==> src/rtl/sfx_synth.sv <==
// sfx_synth: multi-channel triggered square-wave tone generator with per-half-cycle pitch sweep,
// summed, saturated and registered into one signed sample on the codec strobe.
module sfx_synth #(
  parameter int               NUM_CH = 4,
  parameter int               PW     = 19,
  parameter int               DW     = 23,
  parameter int               SW     = 8,
  parameter logic signed [23:0] AMP  = 24'sh070000,
  parameter int               MIN_HP = 2
) (
  input  logic                   clk,
  input  logic                   reset,
  input  logic                   en,
  input  logic [NUM_CH-1:0]      trig,
  input  logic [NUM_CH*PW-1:0]   half_period,
  input  logic [NUM_CH*DW-1:0]   duration,
  input  logic [NUM_CH*SW-1:0]   sweep,
  output logic [NUM_CH-1:0]      busy,
  output logic signed [23:0]     note
);
  localparam int MW = 24 + $clog2(NUM_CH) + 1;
  localparam logic signed [PW+1:0] HP_MIN = (PW+2)'(MIN_HP);
  localparam logic signed [PW+1:0] HP_MAX = (PW+2)'((2**PW) - 1);
  localparam logic signed [MW-1:0] AMP_X  = MW'(AMP);
  localparam logic signed [MW-1:0] SAT_HI = MW'(24'sh7FFFFF);
  localparam logic signed [MW-1:0] SAT_LO = MW'(24'sh800000);
  typedef enum logic {IDLE, PLAY} state_t;
  state_t              r_state   [NUM_CH];
  state_t              w_state_nx[NUM_CH];
  logic [PW-1:0]       r_hp      [NUM_CH];
  logic [PW-1:0]       w_hp_nx   [NUM_CH];
  logic [PW-1:0]       r_pcnt    [NUM_CH];
  logic [PW-1:0]       w_pcnt_nx [NUM_CH];
  logic [DW-1:0]       r_dcnt    [NUM_CH];
  logic [DW-1:0]       w_dcnt_nx [NUM_CH];
  logic [SW-1:0]       r_stp     [NUM_CH];
  logic [SW-1:0]       w_stp_nx  [NUM_CH];
  logic                r_pol     [NUM_CH];
  logic                w_pol_nx  [NUM_CH];
  logic signed [PW+1:0] w_hp_sum [NUM_CH];
  logic [PW-1:0]       w_hp_cl   [NUM_CH];
  logic [NUM_CH-1:0]   r_trig_d;
  logic [NUM_CH-1:0]   w_start;
  logic signed [MW-1:0] w_sum;
  logic signed [23:0]  w_sat;
  always_comb begin
    w_sum = '0;
    for (int i = 0; i < NUM_CH; i++) begin
      w_start[i]    = trig[i] & ~r_trig_d[i] & (|half_period[i*PW +: PW]) & (|duration[i*DW +: DW]);
      // two guard bits keep hp + step from wrapping before the clamp
      w_hp_sum[i]   = $signed({2'b00, r_hp[i]}) + $signed({{(PW+2-SW){r_stp[i][SW-1]}}, r_stp[i]});
      w_hp_cl[i]    = w_hp_sum[i] < HP_MIN ? HP_MIN[PW-1:0] :
                      w_hp_sum[i] > HP_MAX ? HP_MAX[PW-1:0] : w_hp_sum[i][PW-1:0];
      w_state_nx[i] = r_state[i];
      w_hp_nx[i]    = r_hp[i];
      w_pcnt_nx[i]  = r_pcnt[i];
      w_dcnt_nx[i]  = r_dcnt[i];
      w_stp_nx[i]   = r_stp[i];
      w_pol_nx[i]   = r_pol[i];
      if (w_start[i]) begin
        w_state_nx[i] = PLAY;
        w_hp_nx[i]    = half_period[i*PW +: PW];
        w_pcnt_nx[i]  = half_period[i*PW +: PW] - PW'(1);
        w_dcnt_nx[i]  = duration[i*DW +: DW] - DW'(1);
        w_stp_nx[i]   = sweep[i*SW +: SW];
        w_pol_nx[i]   = 1'b0;
      end else if (r_state[i] == PLAY) begin
        w_hp_nx[i]    = r_pcnt[i] == '0 ? w_hp_cl[i] : r_hp[i];
        w_pcnt_nx[i]  = r_pcnt[i] == '0 ? w_hp_cl[i] - PW'(1) : r_pcnt[i] - PW'(1);
        w_pol_nx[i]   = r_pol[i] ^ (r_pcnt[i] == '0);
        w_dcnt_nx[i]  = r_dcnt[i] - DW'(1);
        w_state_nx[i] = r_dcnt[i] == '0 ? IDLE : PLAY;
      end
      busy[i] = r_state[i] == PLAY;
      w_sum   = w_sum + (r_state[i] != PLAY ? MW'(0) : r_pol[i] ? -AMP_X : AMP_X);
    end
    w_sat = w_sum > SAT_HI ? 24'sh7FFFFF : w_sum < SAT_LO ? 24'sh800000 : w_sum[23:0];
  end
  always_ff @(posedge clk or posedge reset) begin
    if (reset) begin
      r_trig_d <= '0;
      note     <= '0;
      for (int i = 0; i < NUM_CH; i++) begin
        r_state[i] <= IDLE;
        r_hp[i]    <= '0;
        r_pcnt[i]  <= '0;
        r_dcnt[i]  <= '0;
        r_stp[i]   <= '0;
        r_pol[i]   <= 1'b0;
      end
    end else begin
      r_trig_d <= trig;
      if (en) note <= w_sat;
      for (int i = 0; i < NUM_CH; i++) begin
        r_state[i] <= w_state_nx[i];
        r_hp[i]    <= w_hp_nx[i];
        r_pcnt[i]  <= w_pcnt_nx[i];
        r_dcnt[i]  <= w_dcnt_nx[i];
        r_stp[i]   <= w_stp_nx[i];
        r_pol[i]   <= w_pol_nx[i];
      end
    end
  end
endmodule
==> config.mk <==
export PLATFORM = sky130hd
export DESIGN_NAME = sfx_synth
export DESIGN_NICKNAME = d
export VERILOG_FILES = /design/src/rtl/sfx_synth.sv
export SDC_FILE = /design/constraint.sdc
export NUM_CORES = 1
export LEC_CHECK = 0
export CAP_MARGIN = 20
export CELL_PAD_IN_SITES_DETAIL_PLACEMENT = 1
export CELL_PAD_IN_SITES_GLOBAL_PLACEMENT = 1
export CORE_AREA = 2 2 254 256
export DETAILED_ROUTE_END_ITERATION = 10
export DIE_AREA = 0 0 256 258
export PLACE_DENSITY_LB_ADDON = 0.1
export SLEW_MARGIN = 40
export SYNTH_ARGS = -nofsm -noshare
export SYNTH_HDL_FRONTEND = slang
export SYNTH_SLANG_ARGS = --single-unit
==> constraint.sdc <==
create_clock -name clk -period 10.29 [get_ports clk]
set_input_delay 2.5725 -clock clk [delete_from_list [all_inputs] [get_ports clk]]
set_output_delay 2.5725 -clock clk [all_outputs]
set_load 0.01 [all_outputs]
==> impl_metrics.toml <==
[run_status]
status = "completed"

[logic_synthesis]
post_synth_fa_ha_maj_area_fraction_pct = 5.77
synth_simple_gate_area_share_pct = 26.7
synth-edff-count = 0
syn_nets = 3556
synth-compound-area-share_pct = 22.0
synth_top_family_by_area = "simple AND/OR/NAND/NOR gates"
ys.flop_type = "sky130_fd_sc_hd__dfrtp_1"
synth_area_per_inst_um2 = 7.73
syn-instance-count = 3242
yosys_register_bits = 297
netlist_area_um2 = 25000
synth_largest_type_area_fraction_pct = 29.7
most_area_hungry_cell_type_in_the_yosys_netlist = "sky130_fd_sc_hd__dfrtp_1"
synth_cell_type_count = 97
ys_top_cells_by_area = "sky130_fd_sc_hd__dfrtp_1 30%, sky130_fd_sc_hd__nor2_1 6.1%, sky130_fd_sc_hd__nand2_1 6.1%, sky130_fd_sc_hd__a21oi_1 5.9%, sky130_fd_sc_hd__xor2_1 5.1%"
synth.most_common_cell = "sky130_fd_sc_hd__nor2_1"
register_area_share_after_synthesis_pct = 29.7
post_synth_mux_area_share_pct = 2.68
synth.yosys.warnings = 0
synth_xor_xnor_area_share_pct = 9.41
ys_async_sr_fraction_pct = 100
yosys-top-cells-count = "405 x sky130_fd_sc_hd__nor2_1, 404 x sky130_fd_sc_hd__nand2_1, 297 x sky130_fd_sc_hd__a21oi_1, 297 x sky130_fd_sc_hd__dfrtp_1, 188 x sky130_fd_sc_hd__o21ai_0"

[critical_path]
reg2reg_setup_slack_ns = 3.61
worstPathArrival_ns = 7.65
worst-endpoint-required_ns = 10.73
crit_path_start_kind = "input pin"
endpoint_kind = "flop"
worst_path_max_delay_cell = "sky130_fd_sc_hd__buf_4"
critical_path_peak_fanout = 67
worstSetupPathType = "input pin to flop"
series_of_cell_instances_along_the_critical_path = "clkdlybuf4s50_1 > nor4_1 > and3_1 > a311oi_1 > and2_2 > buf_4 > mux2i_1 > ha_1 > nand2_1 > nor4_1 > and3_1 > and4_1 > nand2_1 > xor2_1 > a21oi_1"
max_stage_delay_ns = 0.69

[sta]
timing.final.crit_share_pct = 70.2
rsz0062_at_grt = "no"
timing.slew.headroom_pct = 41.2
fmaxAchievable_mhz = 139
hold_worst_slack_ns = 0.492
tightestPinTransition_ns = 0.870
post-route-min-period_ns = 7.22
timing.setup.tns_ns = 0
setup_ws_ns = 3.07
finalClockSkew_ns = 0.0263
maxSlewViolCount = 0
report.final.setup_viol = 0
final_hold_viol_count = 0

[routing]
via_count_normalized_by_instance_count = 6.00
drt.antenna.violating_nets = 0
routed_wire_length_per_instance_um = 21.9
drcViolationCount = 0
routed_wl_um = 93300
first_pass_iters = 5
routed-via-count = 25600
first_iter_violations = 1952

[global_route]
antenna_found_initial = 3
remaining_global_route_overflow = 0
grt_pass1_wl_um = 149000
first_global_vias = 26200
pin_count_of_the_biggest_net_entering_global_routing = 68
globalRouteTotalUtil_pct = 27.7

[clocking]
cts_tree = "yes"
worst_setup_hold_path_clk_slew_ns = 0.06
cts_buffer_depth = 3
worstSkewPairLatency_ns = 0.59
cts-hold-fix-buffers = 0
cts.htree.levels = 2
cts.sink_count = 297
cts_resized = 0
post-cts-setup-buffers = 0
tritoncts_buffer_count = 41
cts_root_buffer = "sky130_fd_sc_hd__clkbuf_16"

[floorplanning]
fp.dieH_um = 258
floorplan.rows = 93
floorplan.core_area_um2 = 63600
dieArea_um2 = 66000
floorplan.die.width_um = 256
start_util_pct = 39.4
ios = 235

[placed_design]
detailed_place_hpwl_um = 71000
place.gp.congestion = 0.978
io_buffer_count = 234
pre_cts_slack_ns = 2.51
place_inst = 4197

[finish]
net_count_final = 3699
layout.core_utilization_pct = 46.3
post_layout_nonfiller_instances = 4269
flow.area_growth_from_synthesis_pct = 17.8
final_layout_size_suffix_gt1_share_pct = 4.57

[power]
power_dens_cells_nw_per_um2 = 181
leakage_nw = 11.8
worst_ir_drop_vdd_mv = 0.128

[min_path]
hold_path.class = "flop to flop"

[run]
max_cap_violations = 0
[stage by stage]
step,area (um2),power (mW)
2_1_floorplan,25100,3.05
3_3_place_gp,28000,3.69
3_5_place_dp,28100,3.77
4_1_cts,29500,5.34
5_1_grt,29500,5.66
6_report,29500,5.33
[worst paths after layout]
kind                           startpoint    endpoint  depth (start not counted)
max reg2reg                     r_stp[31]  r_pcnt[75]                         19
min                              r_stp[0]    r_stp[0]                          2
max in group asynchronous           reset  r_pcnt[27]                          4
max                        half_period[4]  r_dcnt[91]                         15
min reg2reg                      r_stp[0]    r_stp[0]                          2
min in group asynchronous           reset  r_dcnt[12]                          3
[critical path: cells and delay by family]
family / cells / cell delay (ns)
compound gates: 2 / 0.64
xor+xnor: 1 / 0.16
fa+ha+maj: 1 / 0.28
buf+inv: 2 / 1.28
mux: 1 / 0.32
simple gates: 8 / 2.37
[logic make-up after synthesis]
logic type | Yosys count
buffers and inverters | 232
AO/OA/AOI/OAI | 875
multiplexers | 65
AND/OR/NAND/NOR | 1396
flip-flops | 297
adder cells (fa/ha/maj) | 108
XOR/XNOR | 269
[layout make-up]
cell class	instances	area (um2)
Clock inverter	14	204
Tap cell	855	1070
Fill cell	7682	34200
Clock buffer	57	1200
Inverter	71	270
Multi-Input combinational cell	2713	16800
Sequential cell	297	7430
Antenna cell	1	2.50
Timing Repair Buffer	261	2560
[sequential cells by signal, indices dropped and copies added, names as in the netlist]
signal and count:
busy 4, note 9, r_dcnt 92, r_hp 76, r_pcnt 76, r_pol 4
r_stp 32, r_trig_d 4
[report_power, final]
part | internal, mW | total, mW | leakage [nW] | switching (mW)
sequential | 1.39 | 1.64 | 3.52 | 0.253
combinational | 0.832 | 2.16 | 7.55 | 1.33
clock | 0.934 | 1.53 | 0.687 | 0.592
total | 3.15 | 5.33 | 11.8 | 2.18
[per-layer routing]
metal / track usage (%) / wire length, um
met4: 8.35 / 2520
met5: 0 / 10
met2: 45.0 / 42700
met1: 38.5 / 43600
met3: 3.76 / 4580
[layout by cell type, fill, tap and decap left out, types with 11 or more instances in the layout]
cell type	n
sky130_fd_sc_hd__a211oi_1	23
sky130_fd_sc_hd__a21boi_0	11
sky130_fd_sc_hd__a21o_1	34
sky130_fd_sc_hd__a21oi_1	296
sky130_fd_sc_hd__a221o_1	12
sky130_fd_sc_hd__a221oi_1	14
sky130_fd_sc_hd__a22oi_1	35
sky130_fd_sc_hd__a31oi_1	24
sky130_fd_sc_hd__and2_1	23
sky130_fd_sc_hd__and3_1	34
sky130_fd_sc_hd__and4_1	11
sky130_fd_sc_hd__buf_4	22
sky130_fd_sc_hd__clkbuf_16	43
sky130_fd_sc_hd__clkdlybuf4s50_1	234
sky130_fd_sc_hd__dfrtp_1	296
sky130_fd_sc_hd__fa_1	13
sky130_fd_sc_hd__ha_1	94
sky130_fd_sc_hd__inv_1	68
sky130_fd_sc_hd__mux2_2	12
sky130_fd_sc_hd__mux2i_1	51
sky130_fd_sc_hd__nand2_1	398
sky130_fd_sc_hd__nand2b_1	39
sky130_fd_sc_hd__nand3_1	83
sky130_fd_sc_hd__nand4_1	27
sky130_fd_sc_hd__nor2_1	403
sky130_fd_sc_hd__nor2b_1	18
sky130_fd_sc_hd__nor3_1	112
sky130_fd_sc_hd__nor4_1	87
sky130_fd_sc_hd__o211a_1	12
sky130_fd_sc_hd__o211ai_1	37
sky130_fd_sc_hd__o21a_1	25
sky130_fd_sc_hd__o21ai_0	188
sky130_fd_sc_hd__o21ai_1	22
sky130_fd_sc_hd__o31a_1	11
sky130_fd_sc_hd__o31ai_1	20
sky130_fd_sc_hd__or3_1	60
sky130_fd_sc_hd__or4_1	17
sky130_fd_sc_hd__xnor2_1	124
sky130_fd_sc_hd__xor2_1	145
No activity file was read; power rests on OpenSTA's default activity.
